## config.mk

```make
export PLATFORM = sky130hd
export DESIGN_NAME = inst_fetch_unit_flat
export DESIGN_NICKNAME = d
export VERILOG_FILES = /design/src/rtl/inst_fetch_unit_if.sv /design/src/rtl/inst_fetch_unit.sv /design/src/flat_wrapper.sv
export SDC_FILE = /design/constraint.sdc
export NUM_CORES = 1
export LEC_CHECK = 0
export CAP_MARGIN = 10
export CORE_ASPECT_RATIO = 0.5
export CORE_MARGIN = 2
export CORE_UTILIZATION = 30
export CTS_BUF_LIST = sky130_fd_sc_hd__clkbuf_8
export DETAILED_ROUTE_END_ITERATION = 16
export PLACE_DENSITY = 0.45
export SETUP_SLACK_MARGIN = 0.4
export SKIP_CTS_REPAIR_TIMING = 1
export SLEW_MARGIN = 0
export SYNTH_ARGS = -nofsm -noshare
export SYNTH_HDL_FRONTEND = slang
export SYNTH_SLANG_ARGS = --single-unit
export TNS_END_PERCENT = 30
```

## constraint.sdc

```tcl
create_clock -name clk_cpu -period 4.2 [get_ports clk_cpu]
set_input_delay 1.05 -clock clk_cpu [delete_from_list [all_inputs] [get_ports clk_cpu]]
set_output_delay 1.05 -clock clk_cpu [all_outputs]
set_load 0.05 [all_outputs]
```

## src/rtl/inst_fetch_unit_if.sv

```systemverilog
// Signal bundle between the fetch unit, the instruction memory and the core.
// master = fetch unit side, slave = memory/core side.
interface inst_fetch_unit_if;
  logic        redirect;
  logic [31:0] redirect_pc;
  logic        mem_req;
  logic [31:0] mem_adrs;
  logic        mem_gnt;
  logic        mem_rvalid;
  logic [31:0] mem_rdata;
  logic [31:0] inst;
  logic [31:0] inst_pc;
  logic        inst_valid;
  logic        inst_ready;

  // Handshakes: a memory request transfers on mem_req && mem_gnt, an instruction
  // transfers on inst_valid && inst_ready; mem_rvalid is a one-cycle response
  // strobe, returned in request order, with no back-pressure.
  modport master (
    input  redirect, redirect_pc, mem_gnt, mem_rvalid, mem_rdata, inst_ready,
    output mem_req, mem_adrs, inst, inst_pc, inst_valid
  );

  modport slave (
    output redirect, redirect_pc, mem_gnt, mem_rvalid, mem_rdata, inst_ready,
    input  mem_req, mem_adrs, inst, inst_pc, inst_valid
  );
endinterface

```

## src/rtl/inst_fetch_unit.sv

```systemverilog
// Sequential instruction fetch with a credit-limited prefetch FIFO; a redirect
// flushes the FIFO and drops any responses still in flight.
module inst_fetch_unit #(
  parameter logic [31:0] RESET_PC = 32'h00400000,
  parameter int          DEPTH    = 4
) (
  input  logic              clk_cpu,
  input  logic              reset,
  inst_fetch_unit_if.master bus
);

  localparam int AW = $clog2(DEPTH);
  localparam int CW = AW + 1;

  logic [31:0]   r_fetch_pc;
  logic [31:0]   r_resp_pc;
  logic [CW-1:0] r_count;
  logic [CW-1:0] r_outstanding;
  logic [CW-1:0] r_discard;
  logic [AW-1:0] r_wr_ptr;
  logic [AW-1:0] r_rd_ptr;
  logic [31:0]   r_fifo_pc   [DEPTH];
  logic [31:0]   r_fifo_data [DEPTH];

  logic [CW:0]   w_inflight;
  logic          w_req;
  logic          w_grant;
  logic          w_rsp;
  logic          w_push;
  logic          w_pop;
  logic          w_valid;
  logic [31:0]   w_new_pc;
  logic [CW-1:0] w_grant_ext;
  logic [CW-1:0] w_rsp_ext;
  logic [CW-1:0] w_push_ext;
  logic [CW-1:0] w_pop_ext;
  logic [1:0]    w_unused_pc_lsbs;

  // Buffered words plus in-flight requests never exceed DEPTH, so every
  // response is guaranteed a FIFO slot.
  assign w_inflight  = {1'b0, r_count} + {1'b0, r_outstanding};
  assign w_req       = (w_inflight < (CW+1)'(DEPTH)) && !bus.redirect && !reset;
  assign w_grant     = w_req && bus.mem_gnt;
  assign w_rsp       = bus.mem_rvalid && (r_outstanding != '0);
  assign w_valid     = (r_count != '0);
  assign w_push      = w_rsp && (r_discard == '0) && !bus.redirect;
  assign w_pop       = w_valid && bus.inst_ready && !bus.redirect;
  assign w_new_pc    = {bus.redirect_pc[31:2], 2'b00};
  assign w_grant_ext = CW'(w_grant);
  assign w_rsp_ext   = CW'(w_rsp);
  assign w_push_ext  = CW'(w_push);
  assign w_pop_ext   = CW'(w_pop);
  assign w_unused_pc_lsbs = bus.redirect_pc[1:0];

  assign bus.mem_req    = w_req;
  assign bus.mem_adrs   = r_fetch_pc;
  assign bus.inst_valid = w_valid;
  assign bus.inst       = w_valid ? r_fifo_data[r_rd_ptr] : 32'h0;
  assign bus.inst_pc    = w_valid ? r_fifo_pc[r_rd_ptr]   : 32'h0;

  always_ff @(posedge clk_cpu or posedge reset) begin
    if (reset) begin
      r_fetch_pc    <= RESET_PC;
      r_resp_pc     <= RESET_PC;
      r_count       <= '0;
      r_outstanding <= '0;
      r_discard     <= '0;
      r_wr_ptr      <= '0;
      r_rd_ptr      <= '0;
    end else if (bus.redirect) begin
      // Everything still owed by memory is stale, minus a response landing now.
      r_fetch_pc    <= w_new_pc;
      r_resp_pc     <= w_new_pc;
      r_count       <= '0;
      r_wr_ptr      <= '0;
      r_rd_ptr      <= '0;
      r_outstanding <= r_outstanding - w_rsp_ext;
      r_discard     <= r_outstanding - w_rsp_ext;
    end else begin
      if (w_grant) begin
        r_fetch_pc <= r_fetch_pc + 32'd4;
      end
      r_outstanding <= r_outstanding + w_grant_ext - w_rsp_ext;
      if (w_rsp) begin
        if (r_discard != '0) begin
          r_discard <= r_discard - 1'b1;
        end else begin
          r_resp_pc <= r_resp_pc + 32'd4;
        end
      end
      if (w_push) begin
        r_wr_ptr <= r_wr_ptr + 1'b1;
      end
      if (w_pop) begin
        r_rd_ptr <= r_rd_ptr + 1'b1;
      end
      r_count <= r_count + w_push_ext - w_pop_ext;
    end
  end

  always_ff @(posedge clk_cpu) begin
    if (w_push) begin
      r_fifo_pc[r_wr_ptr]   <= r_resp_pc;
      r_fifo_data[r_wr_ptr] <= bus.mem_rdata;
    end
  end

  a_no_spurious_rvalid: assert property (
    @(posedge clk_cpu) disable iff (reset) !(bus.mem_rvalid && (r_outstanding == '0))
  );

  a_no_push_when_full: assert property (
    @(posedge clk_cpu) disable iff (reset) !(w_push && (r_count == CW'(DEPTH)))
  );

endmodule
```

## src/flat_wrapper.sv

```systemverilog
// flat-port wrapper written by rule: the top's interface ports become plain ports
module inst_fetch_unit_flat 
#(
  parameter logic [31:0] RESET_PC = 32'h00400000,
  parameter int          DEPTH    = 4
)
  (clk_cpu, reset, bus_redirect, bus_redirect_pc, bus_mem_gnt, bus_mem_rvalid, bus_mem_rdata, bus_inst_ready, bus_mem_req, bus_mem_adrs, bus_inst, bus_inst_pc, bus_inst_valid);
  inst_fetch_unit_if bus_i ();
  input  logic clk_cpu;
  input  logic reset;
  input wire logic [$bits(bus_i.redirect)-1:0] bus_redirect;
  input wire logic [$bits(bus_i.redirect_pc)-1:0] bus_redirect_pc;
  input wire logic [$bits(bus_i.mem_gnt)-1:0] bus_mem_gnt;
  input wire logic [$bits(bus_i.mem_rvalid)-1:0] bus_mem_rvalid;
  input wire logic [$bits(bus_i.mem_rdata)-1:0] bus_mem_rdata;
  input wire logic [$bits(bus_i.inst_ready)-1:0] bus_inst_ready;
  output wire logic [$bits(bus_i.mem_req)-1:0] bus_mem_req;
  output wire logic [$bits(bus_i.mem_adrs)-1:0] bus_mem_adrs;
  output wire logic [$bits(bus_i.inst)-1:0] bus_inst;
  output wire logic [$bits(bus_i.inst_pc)-1:0] bus_inst_pc;
  output wire logic [$bits(bus_i.inst_valid)-1:0] bus_inst_valid;
  assign bus_i.redirect = bus_redirect;
  assign bus_i.redirect_pc = bus_redirect_pc;
  assign bus_i.mem_gnt = bus_mem_gnt;
  assign bus_i.mem_rvalid = bus_mem_rvalid;
  assign bus_i.mem_rdata = bus_mem_rdata;
  assign bus_i.inst_ready = bus_inst_ready;
  assign bus_mem_req = bus_i.mem_req;
  assign bus_mem_adrs = bus_i.mem_adrs;
  assign bus_inst = bus_i.inst;
  assign bus_inst_pc = bus_i.inst_pc;
  assign bus_inst_valid = bus_i.inst_valid;
  inst_fetch_unit #(.RESET_PC(RESET_PC), .DEPTH(DEPTH)) u_core (.clk_cpu(clk_cpu), .reset(reset), .bus(bus_i));
endmodule
```

; Word level (Yosys, flattened, before mapping)
; Memory sizes are Yosys's and may differ from the RTL's.
; Cells that the tools add are included.
; W data, S select, Z words.
[word_totals]
reg_bits = 77
ram_bits = 256
in_bits = 70
output_inout_bits = 98
n_memories = 2
[op_classes]
addsub = 11
n_lt_le_gt_ge = 1
eq_ne = 1
muxes = 18
n_reduce_logical = 21
[mem_list]
columns = memory, words, width, read_ports, rd_ports_with_merged_regs, wr, line_no
row1 = u_core.r_fifo_data, 4, 32, 1, 0, 1, inst_fetch_unit.sv:23  ; logic [31:0] r_fifo_data [DEPTH];
row2 = u_core.r_fifo_pc, 4, 32, 1, 0, 1, inst_fetch_unit.sv:22  ; logic [31:0] r_fifo_pc [DEPTH];
[ops]
columns = cell, count
row1 = $mux W32, 7
row2 = $add A32 B3 Y32 const B, 2
row3 = $mux W3, 5
row4 = $reduce_bool A2 Y1, 5
row5 = $reduce_bool A3 Y1, 3
row6 = $sub A3 B1 Y3, 3
row7 = $logic_and A1 B1 Y1, 8
row8 = $mux W2, 4
row9 = $add A3 B1 Y3, 2
row10 = $add A2 B1 Y2 const B, 2
row11 = $add A3 B3 Y4, 1
row12 = $lt A4 B3 Y1 const B, 1
row13 = $reduce_and A2 Y1, 2
row14 = $logic_not A3 Y1, 1
row15 = $sub A3 B1 Y3 const B, 1
row16 = $logic_not A1 Y1, 2
row17 = $mux W1, 2
row18 = $ne A2 B2 Y1 const B, 1

; Longest topological paths before layout
[depth]
word_depth = 8
depth_mapped = 12
depth_no_buf = 10

; Least setup slack after synthesis
; OpenSTA, ideal clock, no wires.
[synth_path]
path_kind = input -> register
start = input bus_redirect
end = memory u_core.r_fifo_data[0][0], enable pin
setup_time_ns = 0.427
t_arrival_ns = 3.290
required_time_ns = 3.773
setup_slack_ns = 0.484
stages = 5
cell_sequence = clkbuf_1 > clkbuf_1 > clkbuf_1 > nor2_1 > and2_1
[synth_between]
elab_chain_cells = 4
[synth_rtl]
columns = element, line_no
row1 = start: declaration, flat_wrapper.sv:11  ; input wire logic [$bits(bus_i.redirect)-1:0] bus_redirect;
row2 = $logic_not A1 Y1, inst_fetch_unit.sv:46  ; assign w_push = w_rsp && (r_discard == '0) && !bus.redirect;
row3 = $logic_and A1 B1 Y1, inst_fetch_unit.sv:46
row4 = $mux W1, inst_fetch_unit.sv:102  ; if (w_push) begin
row5 = $mux W1 (implied by the code), inst_fetch_unit.sv:104  ; r_fifo_data[r_wr_ptr] <= bus.mem_rdata;
row6 = end: declaration, inst_fetch_unit.sv:23
; Every way passes these cells.

; Worst setup path in the final report
[layout_path]
start = register u_core.r_rd_ptr[0]
end = output bus_inst_pc[12]
[layout_between]
elab_chain_cells = 2
[layout_rtl]
columns = element, line_no
row1 = start: declaration, inst_fetch_unit.sv:21  ; logic [AW-1:0] r_rd_ptr;
row2 = start signal: assignment, inst_fetch_unit.sv:95  ; r_rd_ptr <= r_rd_ptr + 1'b1;
row3 = $mem_v2 Z4 W32, n/a
row4 = $mux W32, inst_fetch_unit.sv:59  ; assign bus.inst_pc = w_valid ? r_fifo_pc[r_rd_ptr] : 32'h0;
row5 = end: declaration, flat_wrapper.sv:20  ; output wire logic [$bits(bus_i.inst_pc)-1:0] bus_inst_pc;
; Every way passes these cells.

==> results.json <==
{
  "crit_arrival_ns": 2.93,
  "yosysWarnings": 0,
  "hpwl_mm": 24.55,
  "n_antenna_cell": 0,
  "finClkSkew_ns": 0.02942,
  "post-route-period-util_pct": 94.86,
  "rows": 56,
  "fin_tns_setup_ns": 0,
  "final_cells": 1816,
  "drive_above_1_share_pct": 15.62,
  "critPathLaunchType": "flip-flop",
  "ys_ff_latch": 321,
  "dr.pass1.iters": 5,
  "max_stage_delay_ns": 0.71,
  "cp-endpoint": "bus_inst_pc[12]",
  "drt_iter0_markers": 730,
  "max_cap_viol_count": 0,
  "grt_max_degree": 105,
  "htree_levels": 2,
  "reg2reg_slack_ns": 1.27,
  "placed_cell_area_mm2": 0.01672,
  "grt_usage_pct": 15.16,
  "synth.distinct_cells": 63,
  "netlist_area_mm2": 0.01417,
  "cp_max_fo": 19,
  "wl_mm": 37.36,
  "end_kind": "output port",
  "clk_latency_ns": 0.60,
  "dr_wl_met2_mm": 18.44,
  "hold_viol_final": 0,
  "dp.cells": 1728,
  "cts_tree": "built",
  "cp_num_buf_inv": 2,
  "via_per_inst": 4.968,
  "fp.dieW_um": 311.4,
  "gp_congestion": 0.7322,
  "slew_headroom_pct": 35.43,
  "dieArea_mm2": 0.04911,
  "antenna_found_initial": 0,
  "synthArstFlopShare_pct": 22.74,
  "r2r_cells": 9,
  "crit_type": "flip-flop to output port",
  "critPathTopFamily": "buffers and inverters",
  "cts_buffers": 50,
  "grt-ovfl-total": 0,
  "synth_edf_count": 248,
  "status": "finished, final reports clean",
  "cts.sinks": 321,
  "path_cells": "buf_12 > mux4_2 > and2_1 > clkdlybuf4s50_1",
  "cp.depth": 4,
  "final_common_cell": "edfxtp_1",
  "rr_startpoint": "u_core.r_outstanding[2]",
  "wl_met1_mm": 16.75,
  "first_global_vias": 9311,
  "initial_core_util_pct": 30.33,
  "power.leakage_uw": 0.006250,
  "areaGrowthSynthToFinish_pct": 24.72,
  "worst_slew_pin_slew_ns": 0.9611,
  "fill_cells": 4453,
  "peakVddDrop_uv": 235.5,
  "die_h_um": 157.7,
  "critPathLaunch": "u_core.r_rd_ptr[0]",
  "cp_data_required_time_ns": 3.15,
  "power_density_mw_per_mm2": 561.8,
  "synthFlopType": "edfxtp_1",
  "avgSynthCellArea_um2": 14.84,
  "drc": 0,
  "port_buffers": 161,
  "min-delay-start": "u_core.r_wr_ptr[1]",
  "crit_path_top_delay_cell": "clkdlybuf4s50_1",
  "grt_first_pass_wirelength_mm": 56.94,
  "synth_seq_area_share_pct": 65.44,
  "final_cell_mix": "248 x edfxtp_1, 142 x clkdlybuf4s50_1, 69 x dfrtp_1, 67 x and2_1, 62 x mux4_2",
  "fmax_mhz": 251.0,
  "multi_input_area_mm2": 0.004574,
  "vias": 9022,
  "finalMaxSlewViolations": 0,
  "min_path_type": "flip-flop to flip-flop",
  "maxUsedRoutingLayer": "met4",
  "core_area_mm2": 0.04673,
  "clk_pin_slew_ns": 0.06,
  "pin_count": 168,
  "period_needed_ns": 3.984,
  "rr_endpoint": "u_core.r_outstanding[2]",
  "ant_nets": 0,
  "holdPathStages": 2,
  "postLayoutCellArea_mm2": 0.01768,
  "root_buffer": "clkbuf_8",
  "clockBufferDepth": 3,
  "regArea_mm2": 0.009281,
  "final-setup-viol-count": 0,
  "syn_inst": 955,
  "wl_met3_mm": 1.414,
  "nets": 1230,
  "routedWlPerCell_um": 20.57,
  "rsz0062_at_grt": "true"
}
[worst min-delay path by stage]
| stage | to | slack [ns] |
|---|---|---|
| 6_report | u_core.r_wr_ptr[1] | 0.57 |
| 5_1_grt | u_core.r_fifo_pc[2][22] | 0.61 |
| 4_1_cts | u_core.r_wr_ptr[1] | 0.57 |
| 3_5_place_dp | u_core.r_wr_ptr[1] | 0.57 |
| 3_3_place_gp | u_core.r_fifo_pc[2][9] | 0.56 |
| 2_1_floorplan | u_core.r_fifo_pc[0][30] | 0.49 |
[stage by stage]
step	hold slack, ns	setup WS [ns]	util (%)	total power (uW)
final	0.5701	0.2157	37.83	9932
after global routing	0.6079	0.06506	37.83	10460
after CTS	0.5739	0.04351	37.72	10120
after detailed placement	0.5656	0.5800	35.77	7591
after global placement	0.5567	0.6330	35.77	7561
after floorplan	0.4948	0.4836	-	6299
[logic make-up after synthesis]
kind of cell               count (synthesis)  share of synthesized area, %
AOI/OAI and AO/OA                        115                         6.047
xor gates and xnor gates                  15                        0.9269
adders and majority gates                 18                         1.695
buffers and inverters                     89                         2.560
DFF                                      321                         65.44
muxes                                     66                         10.14
other                                      1                       0.02646
and+or+nand+nor                          330                         13.16
[power by group]
part | total, uW | internal [uW] | leakage (uW) | switching (uW)
Clock | 2480 | 1230 | 0.000531 | 1250
Combinational | 3540 | 1390 | 0.00261 | 2150
Sequential | 3910 | 3650 | 0.00311 | 264
Total | 9930 | 6270 | 0.00625 | 3660
[worst register-to-register path, cell delays in order, from the launching register on]
cell and delay, ns:
dfrtp_1 0.45, ha_1 0.32, nor4_1 0.49, nand4_1 0.35, inv_1 0.36, ha_1 0.24, fa_1 0.19, xor2_1 0.15
o21ai_0 0.11, xor2_1 0.16
[layer usage]
layer / vias up / GRT usage, %
li1: 4119 / -
met1: 4665 / 19.91
met2: 174 / 25.99
met3: 64 / 2.751
met4: 0 / 4.072
met5: - / 0
[cells in the mapped netlist (all sizes together) (3+ instances only)]
master	count	share of area [%]
or3	7	0.31
mux4	62	9.9
nand3	25	0.88
xor2	7	0.43
inv	30	0.79
a221oi	5	0.31
or2	5	0.22
nor3b	4	0.21
nor3	24	0.88
a311oi	8	0.49
o311a	11	0.78
nor4b	5	0.31
xnor2	8	0.49
and2	72	3.2
nor4	19	0.84
edfxtp	248	53
nor2b	8	0.35
a31oi	4	0.18
dfrtp	71	13
ha	16	1.4
a211oi	32	1.7
nand2b	7	0.31
and4	19	1.2
clkbuf	42	1.1
nand4	24	1.1
buf	16	0.62
o21ai	19	0.67
mux2i	3	0.21
nand2	39	1.0
o311ai	5	0.31
and3	17	0.75
a21oi	10	0.35
nor2	49	1.3
[flip-flops by register name (all words and copies together) (netlist names)]
name                  cells
u_core.r_resp_pc         30
u_core.r_fifo_data      128
u_core.r_wr_ptr           2
u_core.r_fifo_pc        120
u_core.r_outstanding      3
u_core.r_discard          3
u_core.bus.mem_adrs      30
u_core.r_rd_ptr           2
u_core.r_count            3
[area by class of cell]
cell class | count | share of cell area [%]
Clock buffer | 53 | 4.126
Sequential cell | 321 | 52.50
Clock inverter | 35 | 1.033
Inverter | 31 | 0.6582
Multi-Input combinational cell | 548 | 25.88
Tap cell | 638 | 4.516
Timing Repair Buffer | 190 | 11.29
No activity file was read; power rests on OpenSTA's default activity.
